### config.mk
export PLATFORM = sky130hd
export DESIGN_NAME = burst_sched
export DESIGN_NICKNAME = d
export VERILOG_FILES = /design/src/rtl/burst_sched.sv
export SDC_FILE = /design/constraint.sdc
export NUM_CORES = 1
export LEC_CHECK = 0
export CAP_MARGIN = 40
export CORE_ASPECT_RATIO = 2
export CORE_MARGIN = 4
export CORE_UTILIZATION = 60
export CTS_BUF_LIST = sky130_fd_sc_hd__clkbuf_4 sky130_fd_sc_hd__clkbuf_8
export DETAILED_ROUTE_END_ITERATION = 7
export HOLD_SLACK_MARGIN = 0.02
export PLACE_DENSITY = 0.81
export SLEW_MARGIN = 20
export SYNTH_ARGS = -nofsm -noshare
export SYNTH_HDL_FRONTEND = slang
export SYNTH_SLANG_ARGS = --single-unit
export TNS_END_PERCENT = 100
### constraint.sdc
create_clock -name clk -period 16.1 [get_ports clk]
set_input_delay 2.415 -clock clk [delete_from_list [all_inputs] [get_ports clk]]
set_output_delay 2.415 -clock clk [all_outputs]
set_load 0.05 [all_outputs]
### src/rtl/burst_sched.sv
// Burst scheduler: applies a shadowed pulse configuration to the pulse
// generator, paces bursts at a fixed repetition interval, and enforces a
// fault lockout with protection asserted.
module burst_sched #(
    parameter int unsigned LOCKOUT_CYC = 32'd100_000_000,
    parameter int unsigned HOLD_PAD    = 4
) (
    input  logic        clk,
    input  logic        RESET_N,
    input  logic        enable,
    input  logic        cfg_load,
    input  logic [9:0]  cfg_period,
    input  logic [5:0]  cfg_num,
    input  logic [23:0] cfg_prf,
    input  logic        fault,
    output logic [9:0]  pulse_period,
    output logic [5:0]  pulse_num,
    output logic        burst_syn,
    output logic        protect_en,
    output logic        acq_start,
    output logic        busy,
    output logic        cfg_err,
    output logic [15:0] burst_cnt
);

    typedef enum logic [2:0] {
        IDLE  = 3'd0,
        ARM   = 3'd1,
        BURST = 3'd2,
        GAP   = 3'd3,
        FAULT = 3'd4
    } state_t;

    state_t      r_state;
    state_t      w_next;

    logic [9:0]  r_sh_period;
    logic [5:0]  r_sh_num;
    logic [23:0] r_sh_prf;

    logic [15:0] r_hold;
    logic [23:0] r_ivl;
    logic [23:0] r_icnt;
    logic [31:0] r_lock;

    logic [9:0]  r_pulse_period;
    logic [5:0]  r_pulse_num;
    logic        r_burst_syn;
    logic        r_protect_en;
    logic        r_acq_start;
    logic        r_busy;
    logic        r_cfg_err;
    logic [15:0] r_burst_cnt;

    logic        w_sh_valid;
    logic [15:0] w_prod;
    logic [15:0] w_hold;
    logic [23:0] w_hold3;
    logic [23:0] w_ivl;
    logic        w_burst_done;

    assign w_sh_valid   = (r_sh_period >= 10'd2) && (r_sh_num != 6'd0);
    assign w_prod       = {6'd0, r_sh_period} * {10'd0, r_sh_num};
    assign w_hold       = w_prod + 16'(HOLD_PAD);
    assign w_hold3      = {8'd0, w_hold} + 24'd3;
    assign w_ivl        = (r_sh_prf > w_hold3) ? r_sh_prf : w_hold3;
    assign w_burst_done = (r_state == BURST) && (w_next == GAP);

    assign pulse_period = r_pulse_period;
    assign pulse_num    = r_pulse_num;
    assign burst_syn    = r_burst_syn;
    assign protect_en   = r_protect_en;
    assign acq_start    = r_acq_start;
    assign busy         = r_busy;
    assign cfg_err      = r_cfg_err;
    assign burst_cnt    = r_burst_cnt;

    // Shadow configuration capture on cfg_load.
    always_ff @(posedge clk or negedge RESET_N) begin
        if (!RESET_N) begin
            r_sh_period <= 10'd20;
            r_sh_num    <= 6'd1;
            r_sh_prf    <= 24'd1000;
        end else if (cfg_load) begin
            r_sh_period <= cfg_period;
            r_sh_num    <= cfg_num;
            r_sh_prf    <= cfg_prf;
        end
    end

    // State register.
    always_ff @(posedge clk or negedge RESET_N) begin
        if (!RESET_N) begin
            r_state <= IDLE;
        end else begin
            r_state <= w_next;
        end
    end

    // Next-state logic; fault overrides every other transition.
    always_comb begin
        w_next = r_state;
        if (fault) begin
            w_next = FAULT;
        end else begin
            case (r_state)
                IDLE:    if (enable && w_sh_valid) w_next = ARM;
                ARM:     w_next = BURST;
                BURST:   if (r_icnt == {8'd0, r_hold}) w_next = GAP;
                GAP:     if (r_icnt == r_ivl - 24'd1)
                             w_next = (enable && w_sh_valid) ? ARM : IDLE;
                FAULT:   if (r_lock == 32'd0) w_next = IDLE;
                default: w_next = IDLE;
            endcase
        end
    end

    // Burst datapath. Applied config, hold and interval are latched on the
    // edge entering ARM from the shadow that qualified the transition, so they
    // are visible throughout ARM and a cfg_load during ARM only affects the
    // next burst. The interval counter reads 0 in the ARM cycle, making the
    // ARM-to-ARM spacing exactly ivl.
    always_ff @(posedge clk or negedge RESET_N) begin
        if (!RESET_N) begin
            r_hold         <= '0;
            r_ivl          <= '0;
            r_icnt         <= '0;
            r_lock         <= '0;
            r_pulse_period <= 10'd20;
            r_pulse_num    <= 6'd1;
        end else begin
            if (w_next == ARM) begin
                r_hold         <= w_hold;
                r_ivl          <= w_ivl;
                r_pulse_period <= r_sh_period;
                r_pulse_num    <= r_sh_num;
                r_icnt         <= '0;
            end else if (r_state == ARM || r_state == BURST || r_state == GAP) begin
                r_icnt <= r_icnt + 24'd1;
            end else begin
                r_icnt <= '0;
            end

            if (fault) begin
                r_lock <= 32'(LOCKOUT_CYC - 1);
            end else if (r_state == FAULT && r_lock != 32'd0) begin
                r_lock <= r_lock - 32'd1;
            end
        end
    end

    // Registered outputs derived from the upcoming state.
    always_ff @(posedge clk or negedge RESET_N) begin
        if (!RESET_N) begin
            r_burst_syn  <= 1'b0;
            r_protect_en <= 1'b0;
            r_acq_start  <= 1'b0;
            r_busy       <= 1'b0;
            r_cfg_err    <= 1'b0;
            r_burst_cnt  <= '0;
        end else begin
            r_burst_syn  <= (w_next == BURST);
            r_protect_en <= (w_next == FAULT);
            r_acq_start  <= w_burst_done;
            r_busy       <= (w_next != IDLE);
            r_cfg_err    <= !w_sh_valid;
            if (w_burst_done) begin
                r_burst_cnt <= r_burst_cnt + 16'd1;
            end
        end
    end

endmodule

# Yosys cells after proc, flatten, opt, wreduce, memory -nomap -nowiden
# Index checks and enable logic that the tools add are counted.
# totals
reg_bits	176
output_inout_bits	37
# op_classes
n_addsub	6
n_mul	1
order_cmp	2
n_eq_ne	10
n_mux	12
reduce_logical	13
# op_table
operator	count
$mux 24	3
$mux 32	2
$logic_not 32->1	1
$reduce_bool 32->1	1
$sub 32x1->32 const B	1
$add 24x1->24 const B	1
$eq 24x16->1	1
$eq 24x24->1	1
$gt 24x17->1	1
$sub 24x1->24 const B	1
$add 16x2->17 const B	1
$add 16x1->16 const B	1
$add 16x3->16 const B	1
$mul 10x6->16	1
$mux 3	5
$pmux 3 s5	1
$eq 3x2->1 const B	4
$ge 10x2->1 const B	1
$eq 3x1->1 const B	2
$eq 3x3->1 const B	2
$reduce_bool 6->1	1
$logic_and 1x1->1	4
$logic_not 3->1	1
$reduce_bool 3->1	1
4 further kinds	5

# Depth between registers and ports, before layout
# Gate-level depths: netlist of run 1.
# logic_depth
ltp_word	9
depth_mapped	29

# Worst setup path before layout of run 1
# No wires, ideal clock.
# synth_timing
path_kind	flip-flop to flip-flop
from	register r_sh_num[0]
to	register r_ivl[10]
setup_ns	0.125
t_arrival_ns	7.475
required_ns	15.975
path_slack_ns	8.500
path_stages_with_launch	27
n_path_buf	4
period_less_slack_ns	7.600
path_cell_list	dfstp_2 > clkbuf_1 > and2_1 > fa_1 > ha_1 > fa_1 > ha_1 > clkbuf_1 > and4_1 > a221o_1 > a221o_1 > xnor2_1 > nor4_1 > a31oi_1 > or3b_2 > xnor2_1 > ha_1 > nand2_1 > nor2_1 > nand4_1 > or4_1 > a31oi_1 > and2_1 > clkbuf_1 > clkbuf_1 > a21oi_1 > mux2_2
# synth_via
elab_chain_len	8
word_cells_on_any_way	14
classes_between	2 x add/sub; 1 x mul; 1 x order compare; 1 x eq/ne; 6 x mux; 3 x reduce/logical
# synth_lines
element	line_no	source
from (decl)	38	logic [5:0] r_sh_num;
from (signal assigned)	86	r_sh_num <= cfg_num;
branches (longest 8 deep; another with $gt 24x17->1)	--	
to (signal assigned)	134	r_ivl <= w_ivl;
to (decl)	42	logic [23:0] r_ivl;
# Parallel ways; which one is timed is not known.
# A chain may end at the register's enable or synchronous reset.

# Worst setup path in the final report of run 1
# layout_timing
from	register r_sh_num[0]
to	register r_ivl[3]
# Same word-level chain as after synthesis.

==> results of run 1 <==
metal layers:
| layer | track usage | wire length (um) |
|---|---|---|
| met1 | 0.2582 | 9197 |
| met2 | 0.5089 | 15590 |
| met3 | 0.04340 | 790 |
| met4 | 0.1848 | 1978 |
| met5 | 0 | 0 |
power by group through the flow:
stage	Clock [W]	Combinational, W	Sequential, W
6_report	0.000314	0.000799	0.000500
5_1_grt	0.000340	0.000890	0.000504
4_1_cts	0.000321	0.000795	0.000499
3_5_place_dp	0	0.000791	0.000508
3_3_place_gp	0	0.000772	0.000507
2_1_floorplan	0	0.000569	0.000502
cell usage in the layout, fill, tap and decap left out, types with 16 or more instances in the layout:
cell	netlist	layout
dfrtp_1	164	164
clkdlybuf4s50_1	0	79
xnor2_1	78	78
nor2_1	77	77
inv_1	76	76
and2_1	64	64
nand2_1	59	59
xor2_1	56	56
ha_1	50	50
mux2_2	49	49
nand3_1	33	33
mux2_1	32	32
fa_1	32	32
nor3_1	30	30
nand2b_1	27	27
a21oi_1	26	26
nand4_1	22	22
o21ai_0	21	21
clkbuf_8	0	19
nor4_1	18	18
or3_1	18	18
and3_1	16	16
worst max-delay path: cells and delay by family (launching register included):
family | cells | cell delay (ps)
AND/OR/NAND/NOR | 9 | 3110
adder cells (fa/ha/maj) | 5 | 1940
AO/OA/AOI/OAI | 4 | 1440
flip-flops | 1 | 670
multiplexers | 2 | 460
XOR/XNOR | 2 | 320
area by class of cell:
class | instances | area, sq um | area share
Tap cell | 255 | 319.1 | 0.02485
Sequential cell | 176 | 4419 | 0.3442
Timing Repair Buffer | 90 | 904.6 | 0.07046
Inverter | 76 | 285.3 | 0.02222
Clock inverter | 11 | 132.6 | 0.01033
Clock buffer | 20 | 269.0 | 0.02095
Multi-Input combinational cell | 835 | 6509 | 0.5070
state kept, by name (all words and copies together) (netlist names), 3 cells and up:
register      count
r_sh_num          6
pulse_num         6
r_ivl            24
burst_cnt        16
r_hold           16
r_state           3
pulse_period     10
r_sh_period      10
r_lock           32
r_sh_prf         24
r_icnt           24
logic make-up after synthesis:
group | synth area share
AO/OA/AOI/OAI | 0.06862
XOR/XNOR | 0.1023
adder cells (fa/ha/maj) | 0.1104
buffers and inverters | 0.04789
flip-flops | 0.3853
multiplexers | 0.08738
AND/OR/NAND/NOR | 0.1981
cells in the mapped netlist (all sizes together), types with 16 or more instances:
cell type and number:
fa 32, a21oi 26, nor2 77, nand2 59, inv 76, mux2 81, nor3 30, nand4 22
nand3 33, xnor2 78, buf 17, clkbuf 37, nor4 19, nand2b 27, or4 16, or3 18
dfrtp 164, xor2 56, ha 50, o21ai 22, and3 16, and2 64
worst max path at each step:
stage,to,slack (ps),cells after the start,startpoint
after floorplan,r_ivl[10],8500,26,r_sh_num[0]
after global placement,r_ivl[9],8240,22,r_sh_num[0]
after detailed placement,r_ivl[8],8070,22,r_sh_num[0]
after CTS,r_ivl[3],8040,22,r_sh_num[0]
after global routing,r_ivl[16],7560,23,r_sh_num[5]
final,r_ivl[3],8040,22,r_sh_num[0]
metrics by stage:
step,util,std cells,power (W)
2_1_floorplan,-,1141,0.001070
3_3_place_gp,0.6572,1428,0.001279
3_5_place_dp,0.6583,1429,0.001299
4_1_cts,0.6796,1460,0.001615
5_1_grt,0.6817,1463,0.001734
6_report,0.6817,1463,0.001613
==> flow_summary.json, run 1 <==
{
  "cp.arrival_ps": 8430,
  "cts_tree": "yes",
  "postRouteAntennaNets": 0,
  "htree_levels": 4,
  "die_x_um": 105.8,
  "critPathLaunchType": "flip-flop",
  "combPwrFrac": 0.495,
  "dr.first_iter.drc_count": 408,
  "async_flop_share": 1.000,
  "postPlaceCellArea_sq_um": 12400,
  "endpoint_kind": "flip-flop",
  "run_status": "finished clean",
  "cts.clk_slew.worst_paths_ps": 90,
  "io_buffers": 81,
  "synth_edf_count": 0,
  "cap_violations": 0,
  "synth_cell_types": 69,
  "antenna_found_initial": 0,
  "place_congestion": 0.9320,
  "fillers": 1493,
  "syn_avg_cell_area_sq_um": 10.05,
  "dieArea_sq_um": 21530,
  "post_drt_wl_per_cell_um": 18.83,
  "grt_setup_unrepaired": "false",
  "start_util": 0.6090,
  "power.share.switching": 0.4248,
  "insertion_delay_ps": 490,
  "postCtsHoldBufs": 0,
  "route.detailed.drc": 0,
  "wl_mm": 27.55,
  "syn-num-nets": 1268,
  "grt-ovfl-total": 0,
  "yosys_warnings": 0,
  "hold_path_depth": 1,
  "p_seq_frac": 0.310,
  "worst_slew_pin_slew_ps": 852.6,
  "drtPass1Iterations": 4,
  "cts_sinks": 176,
  "hold_path_class": "reg -> reg",
  "synth_ff_type": "dfrtp_1",
  "grt_pass1_vias": 9013,
  "peakVddDrop_mv": 0.09691,
  "clock-root-buffer": "clkbuf_8",
  "hold_viol_final": 0,
  "nets": 1323,
  "synthToLayoutAreaGrowth_pct": 11.93,
  "slowest_delay_ps": 700,
  "reg2reg_from": "r_sh_num[0]",
  "syn_inst": 1141,
  "pre_cts_slack_ps": 8072,
  "design_area_sq_um": 12840,
  "num_vias": 8614,
  "setup.worst_path.class": "reg -> reg",
  "synth_area_sq_um": 11470,
  "io_pins": 82,
  "whs_ps": 469.6,
  "synth_top_area_share": 0.3578,
  "fmax_mhz": 124.1,
  "clk_path_buf_depth": 2,
  "final_layout_size_suffix_gt1_frac": 0.09354,
  "maxSlewViolCount": 0,
  "holdCritStartpoint": "burst_cnt[15]",
  "vias_per_cell": 5.888,
  "r2r_end": "r_ivl[3]",
  "yosysSeqAreaShare": 0.3853,
  "ys_ff_latch": 176,
  "cts_buffers": 17,
  "finalClockSkew_ps": 12.64,
  "relSlewSlack": 0.4316,
  "post-dp-hpwl_mm": 21.39,
  "post_cts_buffers": 0,
  "holdPathEnd": "burst_cnt[15]",
  "p_int_w": 0.0009277,
  "num_antenna_cells": 0,
  "post-synth-top-area-cell": "dfrtp_1",
  "synthTopCellsByArea": "dfrtp_1, xnor2_1, fa_1",
  "fin_crit_sh": 0.5003,
  "grt_max_degree": 67,
  "p_clk_frac": 0.195,
  "switching_power_w": 0.0006852,
  "cts_repair_resize_count": 0,
  "worstPathMaxFanout": 19,
  "power.leakage_nw": 5.587,
  "coreArea_sq_um": 18830,
  "r2r_cells": 22,
  "grt_pass1_wl_mm": 45.32,
  "final.setup.tns_ps": 0,
  "layout_setup_ws_ps": 8044,
  "setup_viol": 0,
  "std_cell_rows": 71,
  "cp_slowest_cell": "and2_1",
  "fin_crit_ps": 8056,
  "r2r_setup_slack_ps": 8040,
  "worst_path_most_repeated_cell": "ha_1",
  "die_h_um": 203.5,
  "track_usage": 0.2685,
  "pwr_density_cell_nw_per_um2": 125.6,
  "worstPathCellList": "and2_1 -> fa_1 -> ha_1 -> fa_1 -> ha_1 -> and4_1 -> a221o_1 -> a221o_1 -> xnor2_1 -> nor4_1 -> a31oi_1 -> or3b_2 -> xnor2_1 -> ha_1 -> nand2_1 -> nor2_1 -> nand4_1 -> or4_1 -> a31oi_1 -> and2_1 -> mux2i_1 -> mux2_2",
  "worstPathRequired_ps": 16470
}
No activity file was read; power rests on OpenSTA's default activity.
==> inputs of run 2 (changes only) <==
==> constraint.sdc (replaced) <==
create_clock -name clk -period 8.35 [get_ports clk]
set_input_delay 1.2525 -clock clk [delete_from_list [all_inputs] [get_ports clk]]
set_output_delay 1.2525 -clock clk [all_outputs]
set_load 0.05 [all_outputs]
==> run 2 against run 1 <==
Sequential power up 93%. Clock power rose by 99%. Non-clock buffer count rose by 3. Sequential share of layout area down 0.21 points. Cell area increased by 0.61%. First-iteration DRC count shrank 5.9%. Critical path depth up 3. Power grew 94%. Clock skew is 2.3 ps higher. Largest cell class unchanged.
==> flow_summary.json, run 2 (synthesis results as in run 1) <==
{
  "run_status": "finished clean",
  "top_register": "r_lock",
  "largest_register_ffs": 32,
  "postCtsHoldBufs": 0,
  "num_vias": 8715,
  "cts.clk_slew.worst_paths_ps": 90,
  "relSlewSlack": 0.4324,
  "r2r_end": "r_ivl[4]",
  "whs_ps": 473.2,
  "path_buf_inv": 3,
  "wl_mm": 27.61,
  "track_usage": 0.2713,
  "r2r_cells": 25,
  "antenna_found_initial": 0,
  "worstPathMaxFanout": 19,
  "fin_crit_sh": 0.9446,
  "post-dp-hpwl_mm": 21.16,
  "worst_slew_pin_slew_ps": 843.6,
  "hold_viol_final": 0,
  "worstPathRequired_ps": 8720,
  "layout_setup_ws_ps": 462.4,
  "crit_end": "r_ivl[4]",
  "postRouteAntennaNets": 0,
  "hold_path_class": "reg -> reg",
  "pre_cts_slack_ps": 583.6,
  "slowest_delay_ps": 560,
  "peakVddDrop_mv": 0.1574,
  "power.leakage_nw": 5.625,
  "dr.first_iter.drc_count": 384,
  "htree_levels": 4,
  "vias_per_cell": 5.949,
  "die_h_um": 203.5,
  "insertion_delay_ps": 480,
  "cts_tree": "yes",
  "grt-ovfl-total": 0,
  "drtPass1Iterations": 5,
  "critPathLaunchType": "flip-flop",
  "coreArea_sq_um": 18830,
  "final_common_cell": "dfrtp_1",
  "maxSlewViolCount": 0,
  "path_delay_family": "simple AND/OR/NAND/NOR gates",
  "nets": 1326,
  "cp.arrival_ps": 8250,
  "grt_setup_unrepaired": "false",
  "fin_crit_ps": 7888,
  "clk_path_buf_depth": 2,
  "post_cts_buffers": 0,
  "fmax_mhz": 126.8,
  "clock-root-buffer": "clkbuf_8",
  "final_layout_size_suffix_gt1_frac": 0.09504,
  "setup_viol": 0,
  "grt_max_degree": 67,
  "setup.worst_path.class": "reg -> reg",
  "finalClockSkew_ps": 14.93,
  "reg2reg_from": "r_sh_num[5]",
  "utilization": 0.6859,
  "cts_buffers": 17,
  "cp_slowest_cell": "nor4_1",
  "place_congestion": 0.9794,
  "route.detailed.drc": 0,
  "post_drt_wl_per_cell_um": 18.84,
  "grt_pass1_wl_mm": 45.70,
  "endpoint_kind": "flip-flop",
  "cts_sinks": 176,
  "layout_common_cells": "dfrtp_1, clkdlybuf4s50_1, xnor2_1, nor2_1, inv_1",
  "die_x_um": 105.8,
  "grt_pass1_vias": 9305,
  "cp.depth": 25,
  "num_antenna_cells": 0,
  "final.setup.tns_ps": 0,
  "cap_violations": 0,
  "cp-startpoint": "r_sh_num[5]",
  "start_util": 0.6090,
  "io_buffers": 81,
  "r2r_setup_slack_ps": 460,
  "std_cell_rows": 71,
  "synthToLayoutAreaGrowth_pct": 12.62,
  "worst_path_most_repeated_cell": "fa_1",
  "cts_repair_resize_count": 0,
  "pwr_density_cell_nw_per_um2": 242.3,
  "dieArea_sq_um": 21530,
  "io_pins": 82
}
run 2: through the flow:
stage	std cells	area [sq um]	total power (W)
finish	1465	12920	0.003130
global placement	1430	12390	0.002457
global route	1465	12920	0.003364
CTS	1463	12880	0.003132
floorplan	1141	11470	0.002064
detailed placement	1433	12470	0.002494
run 2: final cells by class:
cell class                 count  area [sq um]
clock buffer                  21         282.8
clock inverter                 9         132.6
fill                        1506          5916
inverter                      76         285.3
multi-input combinational    835          6509
sequential                   176          4419
tap                          255         319.1
timing repair buffer          93         969.7
run 2: worst min-delay path by stage:
stage | startpoint | depth (start not counted) | slack [ps] | to
final | burst_cnt[15] | 1 | 470 | burst_cnt[15]
after detailed placement | burst_cnt[15] | 1 | 460 | burst_cnt[15]
after floorplan | r_hold[11] | 1 | 480 | r_hold[11]
after CTS | burst_cnt[15] | 1 | 480 | burst_cnt[15]
after global placement | burst_cnt[15] | 1 | 460 | burst_cnt[15]
after global routing | burst_cnt[15] | 1 | 490 | burst_cnt[15]
run 2: power breakdown:
part / switching, W / internal [W] / total (W)
Combinational: 0.000934 / 0.000605 / 0.00154
Clock: 0.000306 / 0.000320 / 0.000625
Sequential: 0.0000636 / 0.000902 / 0.000966
run 2: metal layers:
metal	track usage	up-vias	wire [um]
met3	0.04561	124	969
met1	0.2538	4295	8767
met4	0.2015	0	2164
met5	0	-	0
met2	0.5132	257	15700
li1	-	4039	-
